--- src/rtl/boot_image_loader.sv ---
// Program-load-and-run sequencer: packs an image byte stream into memory words, arms the
// to-host mailbox, releases the selected cores and polls the mailbox until clear or timeout.
module boot_image_loader #(
    parameter int unsigned         ADDR_W      = 64,
    parameter int unsigned         DATA_W      = 32,
    parameter int unsigned         NUM_CORES   = 1,
    parameter logic [ADDR_W-1:0]   BASE_ADDR   = '0,
    parameter logic [ADDR_W-1:0]   TOHOST_ADDR = ADDR_W'(64'h0008_C120),
    parameter logic [31:0]         SENTINEL    = 32'hDEADBEEF,
    parameter int unsigned         POLL_CYC    = 64,
    parameter int unsigned         TIMEOUT_CYC = 2500
) (
    input  logic                   clk_main_a0,
    input  logic                   rst_main_n,
    input  logic                   start,
    input  logic [NUM_CORES-1:0]   core_mask,
    input  logic                   byte_valid,
    input  logic [7:0]             byte_data,
    input  logic                   byte_last,
    output logic                   byte_ready,
    output logic                   mem_wr_req,
    output logic [ADDR_W-1:0]      mem_wr_addr,
    output logic [DATA_W-1:0]      mem_wr_data,
    output logic [DATA_W/8-1:0]    mem_wr_strb,
    input  logic                   mem_wr_ack,
    output logic                   mem_rd_req,
    output logic [ADDR_W-1:0]      mem_rd_addr,
    input  logic                   mem_rd_valid,
    input  logic [31:0]            mem_rd_data,
    output logic [NUM_CORES-1:0]   core_rst_n,
    output logic                   busy,
    output logic                   done,
    output logic                   pass,
    output logic                   timed_out,
    output logic [31:0]            bytes_loaded
);

    localparam int unsigned NB    = DATA_W / 8;
    localparam int unsigned LaneW = (NB > 1) ? $clog2(NB) : 1;

    typedef enum logic [2:0] {
        StIdle, StLoad, StWrWord, StArm, StRelease, StWait, StRead, StDone
    } state_e;

    state_e                state_q, state_d;
    logic [NUM_CORES-1:0]  mask_q, mask_d;
    logic [NUM_CORES-1:0]  core_rst_q, core_rst_d;
    logic [DATA_W-1:0]     word_q, word_d;
    logic [NB-1:0]         strb_q, strb_d;
    logic [LaneW-1:0]      lane_q, lane_d;
    logic                  last_q, last_d;
    logic [ADDR_W-1:0]     wr_cnt_q, wr_cnt_d;
    logic [31:0]           bytes_q, bytes_d;
    logic [31:0]           tmo_q, tmo_d;
    logic [31:0]           poll_q, poll_d;
    logic                  done_q, done_d;
    logic                  pass_q, pass_d;
    logic                  tout_q, tout_d;
    logic                  start_ok;

    always_comb begin
        state_d     = state_q;
        mask_d      = mask_q;
        core_rst_d  = core_rst_q;
        word_d      = word_q;
        strb_d      = strb_q;
        lane_d      = lane_q;
        last_d      = last_q;
        wr_cnt_d    = wr_cnt_q;
        bytes_d     = bytes_q;
        tmo_d       = tmo_q;
        poll_d      = poll_q;
        done_d      = done_q;
        pass_d      = pass_q;
        tout_d      = tout_q;
        start_ok    = 1'b0;
        byte_ready  = 1'b0;
        mem_wr_req  = 1'b0;
        mem_wr_addr = '0;
        mem_wr_data = '0;
        mem_wr_strb = '0;
        mem_rd_req  = 1'b0;

        unique case (state_q)
            StIdle, StDone: begin
                if (start) begin
                    start_ok   = 1'b1;
                    mask_d     = core_mask;
                    core_rst_d = '0;
                    done_d     = 1'b0;
                    pass_d     = 1'b0;
                    tout_d     = 1'b0;
                    bytes_d    = '0;
                    lane_d     = '0;
                    word_d     = '0;
                    strb_d     = '0;
                    last_d     = 1'b0;
                    wr_cnt_d   = '0;
                    state_d    = StLoad;
                end else begin
                    state_d = StIdle;
                end
            end
            StLoad: begin
                byte_ready = 1'b1;
                if (byte_valid) begin
                    word_d[8*lane_q +: 8] = byte_data;
                    strb_d[lane_q]        = 1'b1;
                    if (bytes_q != '1) bytes_d = bytes_q + 32'd1;
                    if (byte_last || lane_q == LaneW'(NB - 1)) begin
                        last_d  = byte_last;
                        state_d = StWrWord;
                    end else begin
                        lane_d = lane_q + 1'b1;
                    end
                end
            end
            StWrWord: begin
                mem_wr_req  = 1'b1;
                mem_wr_addr = BASE_ADDR + wr_cnt_q * ADDR_W'(NB);
                mem_wr_data = word_q;
                mem_wr_strb = strb_q;
                if (mem_wr_ack) begin
                    lane_d   = '0;
                    word_d   = '0;
                    strb_d   = '0;
                    wr_cnt_d = wr_cnt_q + 1'b1;
                    state_d  = last_q ? StArm : StLoad;
                end
            end
            StArm: begin
                mem_wr_req  = 1'b1;
                mem_wr_addr = TOHOST_ADDR;
                mem_wr_data = DATA_W'(SENTINEL);
                mem_wr_strb = NB'(4'hF);
                if (mem_wr_ack) state_d = StRelease;
            end
            StRelease: begin
                core_rst_d = mask_q;
                tmo_d      = '0;
                poll_d     = '0;
                state_d    = StWait;
            end
            StWait: begin
                tmo_d = tmo_q + 32'd1;
                if (tmo_q >= TIMEOUT_CYC - 1) begin
                    tout_d  = 1'b1;
                    pass_d  = 1'b0;
                    done_d  = 1'b1;
                    state_d = StDone;
                end else if (poll_q >= POLL_CYC - 1) begin
                    poll_d  = '0;
                    state_d = StRead;
                end else begin
                    poll_d = poll_q + 32'd1;
                end
            end
            StRead: begin
                // Timeout keeps counting but is only acted on once the response is in.
                mem_rd_req = 1'b1;
                tmo_d      = tmo_q + 32'd1;
                if (mem_rd_valid) begin
                    if (mem_rd_data == 32'd0) begin
                        pass_d  = 1'b1;
                        done_d  = 1'b1;
                        state_d = StDone;
                    end else if (tmo_q >= TIMEOUT_CYC - 1) begin
                        tout_d  = 1'b1;
                        pass_d  = 1'b0;
                        done_d  = 1'b1;
                        state_d = StDone;
                    end else begin
                        state_d = StWait;
                    end
                end
            end
            default: state_d = StIdle;
        endcase
    end

    always_ff @(posedge clk_main_a0) begin
        if (!rst_main_n) begin
            state_q    <= StIdle;
            mask_q     <= '0;
            core_rst_q <= '0;
            word_q     <= '0;
            strb_q     <= '0;
            lane_q     <= '0;
            last_q     <= 1'b0;
            wr_cnt_q   <= '0;
            bytes_q    <= '0;
            tmo_q      <= '0;
            poll_q     <= '0;
            done_q     <= 1'b0;
            pass_q     <= 1'b0;
            tout_q     <= 1'b0;
        end else begin
            state_q    <= state_d;
            mask_q     <= mask_d;
            core_rst_q <= core_rst_d;
            word_q     <= word_d;
            strb_q     <= strb_d;
            lane_q     <= lane_d;
            last_q     <= last_d;
            wr_cnt_q   <= wr_cnt_d;
            bytes_q    <= bytes_d;
            tmo_q      <= tmo_d;
            poll_q     <= poll_d;
            done_q     <= done_d;
            pass_q     <= pass_d;
            tout_q     <= tout_d;
        end
    end

    // A fresh start pulls every core back into reset in the same cycle it is seen.
    assign core_rst_n   = start_ok ? '0 : core_rst_q;
    assign mem_rd_addr  = TOHOST_ADDR;
    assign busy         = (state_q != StIdle) && (state_q != StDone);
    assign done         = done_q;
    assign pass         = pass_q;
    assign timed_out    = tout_q;
    assign bytes_loaded = bytes_q;

endmodule

--- config.mk ---
export PLATFORM = sky130hd
export DESIGN_NAME = boot_image_loader
export DESIGN_NICKNAME = d
export VERILOG_FILES = /design/src/rtl/boot_image_loader.sv
export SDC_FILE = /design/constraint.sdc
export NUM_CORES = 1
export LEC_CHECK = 0
export BUFFER_PORTS_ARGS = -buffer_cell sky130_fd_sc_hd__buf_2
export CORE_MARGIN = 1
export CORE_UTILIZATION = 40
export DETAILED_ROUTE_END_ITERATION = 10
export GPL_TIMING_DRIVEN = 0
export PLACE_DENSITY = 0.61
export SLEW_MARGIN = 10
export SYNTH_ARGS = -nofsm -noshare
export SYNTH_HDL_FRONTEND = slang
export SYNTH_SLANG_ARGS = --single-unit
export TNS_END_PERCENT = 100
--- constraint.sdc ---
create_clock -name clk_main_a0 -period 4.4 [get_ports clk_main_a0]
set_clock_uncertainty 0.15 [all_clocks]
set_input_delay 0.66 -clock clk_main_a0 [delete_from_list [all_inputs] [get_ports clk_main_a0]]
set_output_delay 0.66 -clock clk_main_a0 [all_outputs]
set_load 0.02 [all_outputs]
# Word level (Yosys, flattened, before mapping)
# Cells that the tools add are included.
# totals
register_bits	207
latchBits	0
mem_bits_rw	0
rom_bits	0
in_bits	48
out_inout_bits	204
wordCells	139
n_memories	0
# classes
add_sub_neg	6
multipliers	0
div	0
magnitude_cmp	4
eq_ne	21
n_shift	2
muxes	64
n_bitwise	1
reduce_logical	27
# op_table
operator	count
$pmux 32 s2	4
$pmux 64 s2	2
$mux 32	7
$mux 64	2
$add 32x1->32 const B	3
$pmux 32 s3	1
$add 64x1->64 const B	1
$neg 5->34	1
$shift 8x34->32 const A	1
$shiftx 8x34->32	1
$bwmux 32	1
$ge 32x12->1 const B	1
$ge 32x6->1 const B	1
$logic_not 32->1	1
$ne 32x32->1 const B	1
$mux 3	7
$pmux 3 s7	1
$mux 1	20
$ne 2x2->1 const B	10
$reduce_and 4->1	4
$mux 2	7
$eq 3x3->1 const B	4
$mux 4	3
$pmux 4 s3	1
23 further kinds	40

# Longest topological paths before layout
# Gate-level depths: netlist of the first run.
# logic_depth
ltp_word	7
ltp_mapped	9
depth_no_buf	7

# Least setup slack after synthesis of the first run
# OpenSTA, ideal clock, no wires.
# synth_path
kind	input port to flip-flop
startpoint	in mem_wr_ack
endpoint	reg wr_cnt_q[57]
setup_ns	0.070
t_arrival_ns	2.342
required_time_ns	4.180
slack_ns	1.838
stages	7
n_path_buf	2
path_cell_list	mux2i_1 > o21a_1 > or4_1 > buf_2 > buf_6 > or4_1 > a21oi_1
# synth_via
elab_chain_len	2
# synth_lines
item	line	rtl
from (decl)	25	input logic mem_wr_ack,
$ne 2x2->1 (no source line)	--	
$reduce_and 3->1 (no source line)	--	
to (signal assigned)	205	wr_cnt_q <= wr_cnt_d;
to (decl)	52	logic [ADDR_W-1:0] wr_cnt_q, wr_cnt_d;
# Every way passes these cells.
# A chain may end at the register's enable or synchronous reset.

# Worst setup path in the final report of the first run
# layout_path
startpoint	reg state_q[1]
endpoint	out mem_wr_addr[16]
# layout_via
elab_chain_len	2
word_cells_on_any_way	3
cone_classes	2 x eq/ne; 1 x mux
# layout_lines
item	line	rtl
from (decl)	45	state_e state_q, state_d;
from (signal assigned)	183	state_q <= StIdle;
from (signal assigned)	198	state_q <= state_d;
$eq 3x2->1	84	unique case (state_q)
$pmux 64 s2 (*)	84	
to (decl)	22	output logic [ADDR_W-1:0] mem_wr_addr,
# Mark *: on every way between the ends. The rest lies on a longest branch, timed or not.

==> results of run 1 <==
==> through the flow <==
stage               power (µW)  util [%]  area (µm²)  cells  hold WS, ns
floorplan                 2670         -       11600   1519        0.275
global placement          3020      46.7       13000   2082        0.294
detailed placement        3020      46.7       13000   2082        0.296
CTS                       5220      49.8       13900   2126        0.256
global route              5400      49.8       13900   2126        0.267
finish                    5190      49.8       13900   2126        0.274
==> Yosys cell counts, types with 8 or more instances <==
master | number | area [µm²]
dfxtp_1 | 205 | 4100
o21ai_0 | 36 | 180
o21ai_1 | 9 | 45.0
nor2_1 | 187 | 702
o31ai_1 | 56 | 420
and3_1 | 23 | 144
nor3b_1 | 10 | 75.1
o211ai_1 | 22 | 165
ha_1 | 8 | 100
nand4_1 | 57 | 357
and2_1 | 64 | 400
nor4_1 | 43 | 269
nand3_1 | 68 | 340
nand2_1 | 68 | 255
buf_1 | 8 | 30.0
or4_1 | 56 | 420
inv_1 | 40 | 150
a32oi_1 | 16 | 140
buf_4 | 68 | 510
nor3_1 | 27 | 135
a21oi_1 | 119 | 596
xnor2_1 | 30 | 263
and4_1 | 18 | 158
or3_1 | 32 | 200
clkbuf_1 | 66 | 248
a31oi_1 | 11 | 68.8
buf_2 | 8 | 40.0
==> tightest hold or removal path, cell delays in order <==
cell,delay (ns)
buf_2,0.12
nand2_1,0.06
a21oi_1,0.05
==> cells by family (layout without fill, tap and decap cells) <==
logic type | Yosys count | after routing | share of synthesized area, %
other | 2 | 66 | 0.0661
buffers and inverters | 196 | 425 | 9.02
DFF | 205 | 205 | 36.1
xor gates and xnor gates | 37 | 37 | 2.85
muxes | 3 | 3 | 0.275
adders and majority gates | 8 | 8 | 0.881
and+or+nand+nor | 681 | 681 | 32.5
AOI/OAI and AO/OA | 323 | 323 | 18.3
==> cell usage in the layout (no fill, tap or decap), drive strengths merged, types with 5 or more instances in the layout <==
| cell | instances |
|---|---|
| a31oi | 11 |
| nor4b | 6 |
| o21ai | 46 |
| ha | 8 |
| nor2 | 187 |
| o21a | 6 |
| o31ai | 56 |
| a41oi | 5 |
| xnor2 | 30 |
| xor2 | 7 |
| nand2 | 68 |
| nor3 | 27 |
| buf | 272 |
| nand3 | 68 |
| and4 | 18 |
| or4 | 56 |
| a21oi | 119 |
| or3 | 32 |
| a32oi | 16 |
| and3 | 23 |
| nor4 | 43 |
| nor3b | 10 |
| a21boi | 7 |
| o211ai | 22 |
| clkbuf | 101 |
| dfxtp | 205 |
| clkinv | 6 |
| nand4 | 57 |
| nor2b | 5 |
| conb | 66 |
| inv | 42 |
| or2 | 6 |
| and2 | 64 |
==> power by group <==
part / internal [µW] / leakage (µW) / switching [µW] / total, µW
clock network: 1370 / 0.000436 / 818 / 2190
registers: 1890 / 0.00165 / 28.5 / 1920
logic: 291 / 0.00309 / 789 / 1080
total: 3550 / 0.00517 / 1640 / 5190
==> per-layer routing <==
layer / part of all wire [%] / vias to the layer above / global-route usage [%]
li1: - / 5791 / -
met1: 46 / 5453 / 31.8
met2: 45 / 433 / 39.2
met3: 6.0 / 70 / 2.98
met4: 3.1 / 2 / 8.07
met5: 0.028 / - / 0
==> registers in the layout (all words and copies together) (netlist names) <==
register / flops
bytes_loaded: 32
state_q: 3
tmo_q: 32
poll_q: 32
core_rst_q: 1
strb_q: 4
timed_out: 1
word_q: 32
wr_cnt_q: 62
pass: 1
mask_q: 1
last_q: 1
done: 1
lane_q: 2
==> final cells by class <==
cell class,count,area [µm²],share of cell area [%]
clock buffers,34,719,5.19
clock inverters,10,158,1.14
flip-flops and latches,205,4100,29.6
multi-input cells,1118,6470,46.6
plain buffers,154,867,6.25
repair buffers,185,926,6.67
inverters,42,158,1.14
well taps,378,473,3.41
==> final timing paths <==
path,from,to,depth (start not counted)
setup / recovery,state_q[1]$_SDFFE_PN0P_,mem_wr_addr[16],6
setup reg to reg,state_q[0]$_SDFFE_PN0P_,wr_cnt_q[54]$_SDFFE_PN0P_,7
hold / removal,core_mask,mask_q$_SDFFE_PN0P_,3
hold reg to reg,strb_q[3]$_SDFFE_PN0P_,strb_q[3]$_SDFFE_PN0P_,2
==> metrics.csv, run 1 <==
stage,metric,value,unit
status,status,"complete, no violations",
placement,routability cong.,0.876,
floorplanning,chip height,171,µm
cts,Worst-path clk slew,0.06,ns
grt,first-pass GRT wire length,55.5,mm
floorplanning,# rows,61,
synth,yosys warns,0,
synth,Netlist cell types,73,
grt,total gr overflow,0,
synth,Synth Register Bits,205,
synth,Syn Inst Count,1455,
sta,Fmax achieved,0.261,GHz
synth,Post-Syn Area,11400,µm²
cts,post-CTS setup buffers,0,
power_and_ir_drop,Peak VDD IR,0.255,mV
critical_path,CP startpoint kind,flop,
critical_path,Crit path max-delay family,buffers and inverters,
critical_path,worst path cell trace,"buf_2, nor3b_1, clkbuf_1, clkbuf_1, and2_1, buf_2",
sta,Final period util,87.1,%
sta,final hold vios,0,
job,max cap viols,0,
grt,vias in the first global route,10400,
critical_path,R2R setup slack,1.15,ns
critical_path,CP required,3.59,ns
floorplanning,io pins,252,
cts,CTS tree,done,
sta,worst slew pin tran,0.953,ns
critical_path,crit path kind,reg2out,
floorplanning,core box area,27900,µm²
floorplanning,Initial Util,40.8,%
final_layout,Final #Nets,1787,
sta,setup ws final,0.567,ns
grt,antenna violations before repair,1,
routing,drc violations,0,
critical_path,Slowest cell on crit path,clkbuf_1,
synth,syn_area_per_cell,7.81,µm²
placement,post-DP HPWL,25.8,mm
cts,Max Root-Sink Buffers,3,
floorplanning,die area,29100,µm²
critical_path,CP Max Fanout,10,
routing,Via density,5.53,
cts,clock sink count,205,
sta,RSZ-0062 raised after global routing,false,
final_layout,Antenna Cells,0,
synth,register area share after synthesis,36.1,%
cts,quantity of gates resized following cts,0,
routing,Iter 0 DRT Violations,1060,
grt,Tot GR Track Use,23.7,%
final_layout,Layout area overhead,22.2,%
routing,routed len/inst,16.7,µm
sta,Final min period,3.83,ns
critical_path,Critical Path AT,3.02,ns
power_and_ir_drop,pwr dens,374,nW/µm²
synth,ys flop type,dfxtp_1,
hold_path,Hold WC Path Type,in2reg,
critical_path,buffer and inverter count on the worst path,4,
routing,Routed Antenna Nets,0,
critical_path,Slowest Stage Delay on Critical Path,0.57,ns
sta,max_slew headroom,34.8,%
power_and_ir_drop,static leakage,0.00517,µW
routing,First-pass DRT Iterations,5,
placement,Port Buffer Count,185,
final_layout,layout cell share with drive strength beyond 1,18.2,%
sta,post-route setup TNS,0,ns
synth,"FFs w/ async S/R, synth",0,%
sta,max-slew violations,0,
cts,TritonCTS Buffers,25,
cts,cts hold-fix bufs,0,
cts,CTS HTree Levels,1,
grt,largest net degree at the start of global routing,13,
sta,final setup fails,0,
floorplanning,die outline width,171,µm
final_layout,Fill cells,2759,
placement,Post-Place Worst Slack,0.751,ns
critical_path,crit end category,primary output,
routing,total number of vias,11700,
cts,worst skew pair latency,0.53,ns
routing,final WL,35.6,mm
synth,Post-synth EDFFs,0,
cts,CTS Root Cell,clkbuf_16,
Note: power is estimated with default switching activity, not from simulation.
==> inputs of run 2 (changes only) <==
--- a/config.mk
+++ b/config.mk
@@ -5,12 +5,13 @@
 export SDC_FILE = /design/constraint.sdc
 export NUM_CORES = 1
 export LEC_CHECK = 0
-export BUFFER_PORTS_ARGS = -buffer_cell sky130_fd_sc_hd__buf_2
+export ABC_AREA = 1
 export CORE_MARGIN = 1
 export CORE_UTILIZATION = 40
 export DETAILED_ROUTE_END_ITERATION = 10
+export DONT_BUFFER_PORTS = 1
 export GPL_TIMING_DRIVEN = 0
-export PLACE_DENSITY = 0.61
+export PLACE_DENSITY = 0.53
 export SLEW_MARGIN = 10
 export SYNTH_ARGS = -nofsm -noshare
 export SYNTH_HDL_FRONTEND = slang
==> run 2 against run 1 <==
Cell count increased by 17%. Sequential cell count did not move. Sequential share of layout area is essentially flat. Combinational power grew 72%. Clock power hardly changed. Hold slack got worse by 0.13 ns. Synthesized cell count rose by 36%. Critical path type unchanged. Largest power group unchanged.
==> metrics.csv, run 2 <==
stage,metric,value,unit
critical_path,worst path cell trace,"inv_2, nor2_2, nand2_1, clkbuf_1, buf_1, nor2_1",
sta,final setup fails,0,
sta,Final period util,88.2,%
grt,total gr overflow,0,
floorplanning,# rows,63,
floorplanning,core box area,30000,µm²
synth,ys flop type,dfxtp_1,
routing,total number of vias,12500,
synth,"FFs w/ async S/R, synth",0,%
synth,Post-Syn Area,12300,µm²
critical_path,Crit path max-delay family,simple AND/OR/NAND/NOR gates,
cts,worst skew pair latency,0.54,ns
sta,final hold vios,0,
synth,syn_area_per_cell,6.21,µm²
synth,top post-synthesis cells by area,"dfxtp_1 (33%), nand2_1 (14%), nor2_1 (13%), inv_1 (6.7%), a21oi_1 (5.3%)",
sta,RSZ-0062 raised after global routing,false,
final_layout,Layout area overhead,13.1,%
synth,Netlist cell types,49,
routing,routed len/inst,16.2,µm
cts,CTS Root Cell,clkbuf_16,
critical_path,Critical Path AT,3.07,ns
synth,Post-synth EDFFs,0,
cts,post-CTS setup buffers,0,
routing,First-pass DRT Iterations,5,
final_layout,most frequent cells in the layout,"nand2_1 (445), nor2_1 (429), inv_1 (220)",
critical_path,CP Max Fanout,10,
placement,post-DP HPWL,30.8,mm
power_and_ir_drop,static leakage,0.00516,µW
final_layout,"commonest non-fill, non-tap cell in the layout",nand2_1,
synth,"count leader, synth",nand2_1,
grt,vias in the first global route,11400,
final_layout,Final #Nets,2125,
sta,Fmax achieved,0.258,GHz
grt,first-pass GRT wire length,62.3,mm
routing,Routed Antenna Nets,0,
critical_path,crit path kind,reg2out,
floorplanning,io pins,252,
critical_path,crit end category,primary output,
status,status,"complete, no violations",
final_layout,max reg flops,62,
floorplanning,Initial Util,41.0,%
final_layout,Top reg by flops,wr_cnt_q,
sta,Final min period,3.88,ns
final_layout,Finished Layout Cells,2477,
synth,Synth top area share,33.4,%
routing,Via density,5.03,
placement,placed insts,2431,
cts,CTS tree,done,
floorplanning,die area,31400,µm²
routing,drc violations,0,
routing,Iter 0 DRT Violations,851,
critical_path,Slowest cell on crit path,nor2_1,
floorplanning,die outline width,177,µm
critical_path,buffer and inverter count on the worst path,3,
final_layout,layout cell share with drive strength beyond 1,8.62,%
cts,CTS HTree Levels,1,
placement,Port Buffer Count,0,
sta,max-slew violations,0,
grt,largest net degree at the start of global routing,13,
job,max cap viols,0,
synth,Synth Register Bits,205,
cts,quantity of gates resized following cts,0,
power_and_ir_drop,pwr dens,437,nW/µm²
routing,final WL,40.1,mm
placement,routability cong.,0.911,
hold_path,Hold WC Path Type,in2reg,
cts,clock sink count,205,
sta,worst slew pin tran,1.07,ns
final_layout,Antenna Cells,0,
critical_path,CP required,3.59,ns
cts,Max Root-Sink Buffers,3,
sta,post-route setup TNS,0,ns
grt,Tot GR Track Use,25.3,%
critical_path,Slowest Stage Delay on Critical Path,0.61,ns
synth,most common library cells after synthesis,"nand2_1 (445), nor2_1 (429), inv_1 (220)",
grt,antenna violations before repair,0,
placement,Post-Place Worst Slack,1.06,ns
critical_path,CP startpoint kind,flop,
cts,Worst-path clk slew,0.06,ns
floorplanning,chip height,177,µm
synth,Syn Inst Count,1977,
sta,max_slew headroom,28.7,%
cts,TritonCTS Buffers,26,
synth,register area share after synthesis,33.4,%
power_and_ir_drop,Peak VDD IR,0.331,mV
sta,setup ws final,0.517,ns
synth,largest area contributor in the netlist,dfxtp_1,
cts,cts hold-fix bufs,0,
synth,yosys warns,0,
==> run 2: cell types whose count changed after synthesis, moves of 38 or more <==
cell,change
clkbuf_1,-38
and2_1,-63
o31ai_1,-56
nor3_1,+46
nor2_1,+242
nand2_1,+377
nand3_1,+45
or4_1,-56
inv_1,+180
==> run 2: area by class of cell <==
type,instances,area [µm²]
fillers,3263,16100
clock inverters,6,130
inverters,234,880
flip-flops and latches,205,4100
clock buffers,40,744
plain buffers,118,751
multi-input cells,1484,6790
well taps,390,488
==> run 2: final timing paths <==
path / slack, ns / start / endpoint / cells past startpoint
max: 0.52 / state_q[1]$_SDFFE_PN0P_ / mem_wr_addr[6] / 6
min: 0.14 / byte_data[1] / word_q[1]$_SDFFE_PN0P_ / 2
max reg2reg: 1.48 / bytes_loaded[0]$_SDFFE_PN0P_ / bytes_loaded[30]$_SDFFE_PN0P_ / 13
min reg2reg: 0.29 / poll_q[7]$_SDFFE_PN0P_ / poll_q[7]$_SDFFE_PN0P_ / 2
==> run 2: report_power, final <==
group / total (µW) / internal (µW) / switching [µW]
combinational: 1860 / 446 / 1410
sequential: 1990 / 1930 / 61.6
clock: 2220 / 1390 / 830
==> run 2: cells by family after synthesis <==
group | Yosys count | synth area share, %
adders and majority gates | 8 | 0.815
xor gates and xnor gates | 28 | 2.00
other | 2 | 0.0612
DFF | 205 | 33.4
AOI/OAI and AO/OA | 217 | 9.49
buffers and inverters | 352 | 13.3
and+or+nand+nor | 1165 | 40.9
==> run 2: routing by layer <==
| layer | global-route usage, % | share of wire [%] |
|---|---|---|
| met1 | 33.7 | 44 |
| met2 | 41.1 | 45 |
| met3 | 5.52 | 8.4 |
| met4 | 6.39 | 2.2 |
| met5 | 0 | 0 |
==> run 2: through the flow <==
step / instance area, µm² / utilization (%) / power (µW) / hold slack (ns)
2_1_floorplan: 12500 / - / 3350 / 0.273
3_3_place_gp: 13000 / 43.4 / 3880 / 0.280
3_5_place_dp: 13000 / 43.4 / 3880 / 0.286
4_1_cts: 13900 / 46.3 / 6110 / 0.135
5_1_grt: 13900 / 46.3 / 6380 / 0.152
6_report: 13900 / 46.3 / 6060 / 0.144
==> inputs of run 3 (changes only) <==
--- a/config.mk
+++ b/config.mk
@@ -6,12 +6,15 @@
 export NUM_CORES = 1
 export LEC_CHECK = 0
 export ABC_AREA = 1
+export CELL_PAD_IN_SITES_DETAIL_PLACEMENT = 2
+export CELL_PAD_IN_SITES_GLOBAL_PLACEMENT = 2
 export CORE_MARGIN = 1
-export CORE_UTILIZATION = 40
+export CORE_UTILIZATION = 36
+export CTS_CLUSTER_DIAMETER = 80
 export DETAILED_ROUTE_END_ITERATION = 10
 export DONT_BUFFER_PORTS = 1
 export GPL_TIMING_DRIVEN = 0
-export PLACE_DENSITY = 0.53
+export PLACE_DENSITY = 0.84
 export SLEW_MARGIN = 10
 export SYNTH_ARGS = -nofsm -noshare
 export SYNTH_HDL_FRONTEND = slang
==> run 3 against run 2 <==
Final area grew 0.44%. Register-to-register slack lost 0.08 ns. First-iteration DRC count shrank 38%. Sequential share of layout area shrank 0.13 points. Clock-buffer cell count grew 3. Clock power shrank 2%. Global-route usage grew 2.7 points. Sequential power is essentially flat. Sequential cell count is the same. Routed wire length grew 24%. Critical path depth is the same. Core utilization shrank 4.8 points.
==> metrics.csv, run 3 (synthesized netlist as in run 2, its figures left out) <==
stage,metric,value,unit
status,status,"complete, no violations",
routing,met1 WL,21.5,mm
floorplanning,io pins,252,
critical_path,CP startpoint kind,flop,
hold_path,Hold WC Path Type,in2reg,
power_and_ir_drop,pwr dens,439,nW/µm²
critical_path,worst path cell trace,"inv_2, nor2_2, nand2_1, clkbuf_1, buf_1, nor2_1",
cts,quantity of gates resized following cts,0,
routing,DR top layer,met4,
cts,cts hold-fix bufs,0,
cts,post-CTS setup buffers,0,
final_layout,final core utilization,41.6,%
sta,Final min period,4.03,ns
floorplanning,chip height,187,µm
critical_path,Critical Path AT,3.22,ns
cts,Max Root-Sink Buffers,3,
placement,Placed Area,13100,µm²
grt,vias in the first global route,14300,
cts,clock sink count,205,
sta,RSZ-0062 raised after global routing,false,
sta,max_slew headroom,22.3,%
final_layout,Fill cells,4252,
routing,Iter 0 DRT Violations,524,
final_layout,most frequent cells in the layout,"nand2_1 (445), nor2_1 (429), inv_1 (220)",
sta,final hold vios,0,
routing,Routed Antenna Nets,0,
cts,CTS HTree Levels,1,
critical_path,Slowest cell on crit path,nor2_1,
final_layout,layout cell share with drive strength beyond 1,8.81,%
floorplanning,Initial Util,36.6,%
critical_path,CP Max Fanout,10,
routing,met2 routed WL,23.9,mm
routing,met3 WL,2.82,mm
placement,post-DP HPWL,38.5,mm
placement,Port Buffer Count,0,
sta,max-slew violations,0,
floorplanning,die area,34900,µm²
final_layout,Final #Nets,2125,
power_and_ir_drop,Peak VDD IR,0.272,mV
cts,worst skew pair latency,0.54,ns
grt,total gr overflow,0,
grt,Tot GR Track Use,27.9,%
final_layout,design area,13900,µm²
routing,First-pass DRT Iterations,5,
cts,CTS Root Cell,clkbuf_16,
critical_path,crit end category,primary output,
grt,first-pass GRT wire length,78.0,mm
routing,final WL,49.8,mm
routing,total number of vias,13200,
placement,routability cong.,0.875,
routing,drc violations,0,
final_layout,"commonest non-fill, non-tap cell in the layout",nand2_1,
final_layout,Seq. cell area,4100,µm²
sta,post-route setup TNS,0,ns
final_layout,max reg flops,62,
floorplanning,die outline width,187,µm
routing,routed len/inst,19.6,µm
job,max cap viols,0,
power_and_ir_drop,static leakage,0.00516,µW
final_layout,Top reg by flops,wr_cnt_q,
sta,Final period util,91.7,%
grt,antenna violations before repair,1,
floorplanning,core box area,33500,µm²
grt,largest net degree at the start of global routing,13,
cts,Worst-path clk slew,0.06,ns
critical_path,CP required,3.59,ns
sta,worst slew pin tran,1.16,ns
sta,Fmax achieved,0.248,GHz
critical_path,Slowest Stage Delay on Critical Path,0.65,ns
sta,final setup fails,0,
final_layout,Multi-input gate area,6790,µm²
floorplanning,# rows,67,
cts,TritonCTS Buffers,26,
routing,Via density,5.20,
critical_path,crit path kind,reg2out,
final_layout,Layout area overhead,13.6,%
cts,CTS tree,done,
[run 3: changes by cell type in the layout (fill, tap and decap cells not counted)]
| cell | before | now |
|---|---|---|
| diode_2 | 0 | 1 |
| clkbuf_1 | 39 | 36 |
| bufinv_16 | 4 | 1 |
| clkbuf_8 | 2 | 8 |
| clkinv_2 | 3 | 4 |
[run 3: worst max-delay path, delay by kind of cell, from the launching register on]
family / cells / cell delay, ns
AND/OR/NAND/NOR: 3 / 1.14
buffers and inverters: 3 / 1.00
flip-flops: 1 / 0.55
[run 3: metrics by stage]
step | hold WS (ns) | cells | power [µW] | setup WS (ns)
floorplan | 0.273 | 2041 | 3350 | 1.97
global placement | 0.282 | 2489 | 3910 | 1.02
detailed placement | 0.289 | 2489 | 3980 | 0.953
CTS | 0.144 | 2536 | 6160 | 0.381
global route | 0.147 | 2536 | 6410 | 0.299
finish | 0.152 | 2537 | 6120 | 0.366
[run 3: metal layers]
metal | track usage (%) | up-vias
met1 | 33.7 | 6462
li1 | - | 6321
met4 | 8.98 | 0
met2 | 49.7 | 330
met5 | 0 | -
met3 | 5.32 | 84
[run 3: area by class of cell]
type,instances,area share [%]
multi-input cells,1484,48.7
clock buffers,43,5.85
plain buffers,118,5.38
well taps,448,4.02
clock inverters,4,0.323
flip-flops and latches,205,29.4
inverters,234,6.31
diodes,1,0.0179
[run 3: path summary, 6_finish.rpt]
check	end	start	depth (start not counted)	slack, ns
min	last_q$_SDFFE_PN0P_	byte_last	2	0.15
max reg2reg	bytes_loaded[30]$_SDFFE_PN0P_	bytes_loaded[0]$_SDFFE_PN0P_	13	1.40
min reg2reg	poll_q[28]$_SDFFE_PN0P_	poll_q[28]$_SDFFE_PN0P_	2	0.30
max	mem_wr_addr[7]	state_q[1]$_SDFFE_PN0P_	6	0.37
[run 3: report_power, final]
part / internal (µW) / switching [µW]
clock network: 1310 / 855
registers: 1930 / 68.6
logic: 446 / 1510
total: 3680 / 2430
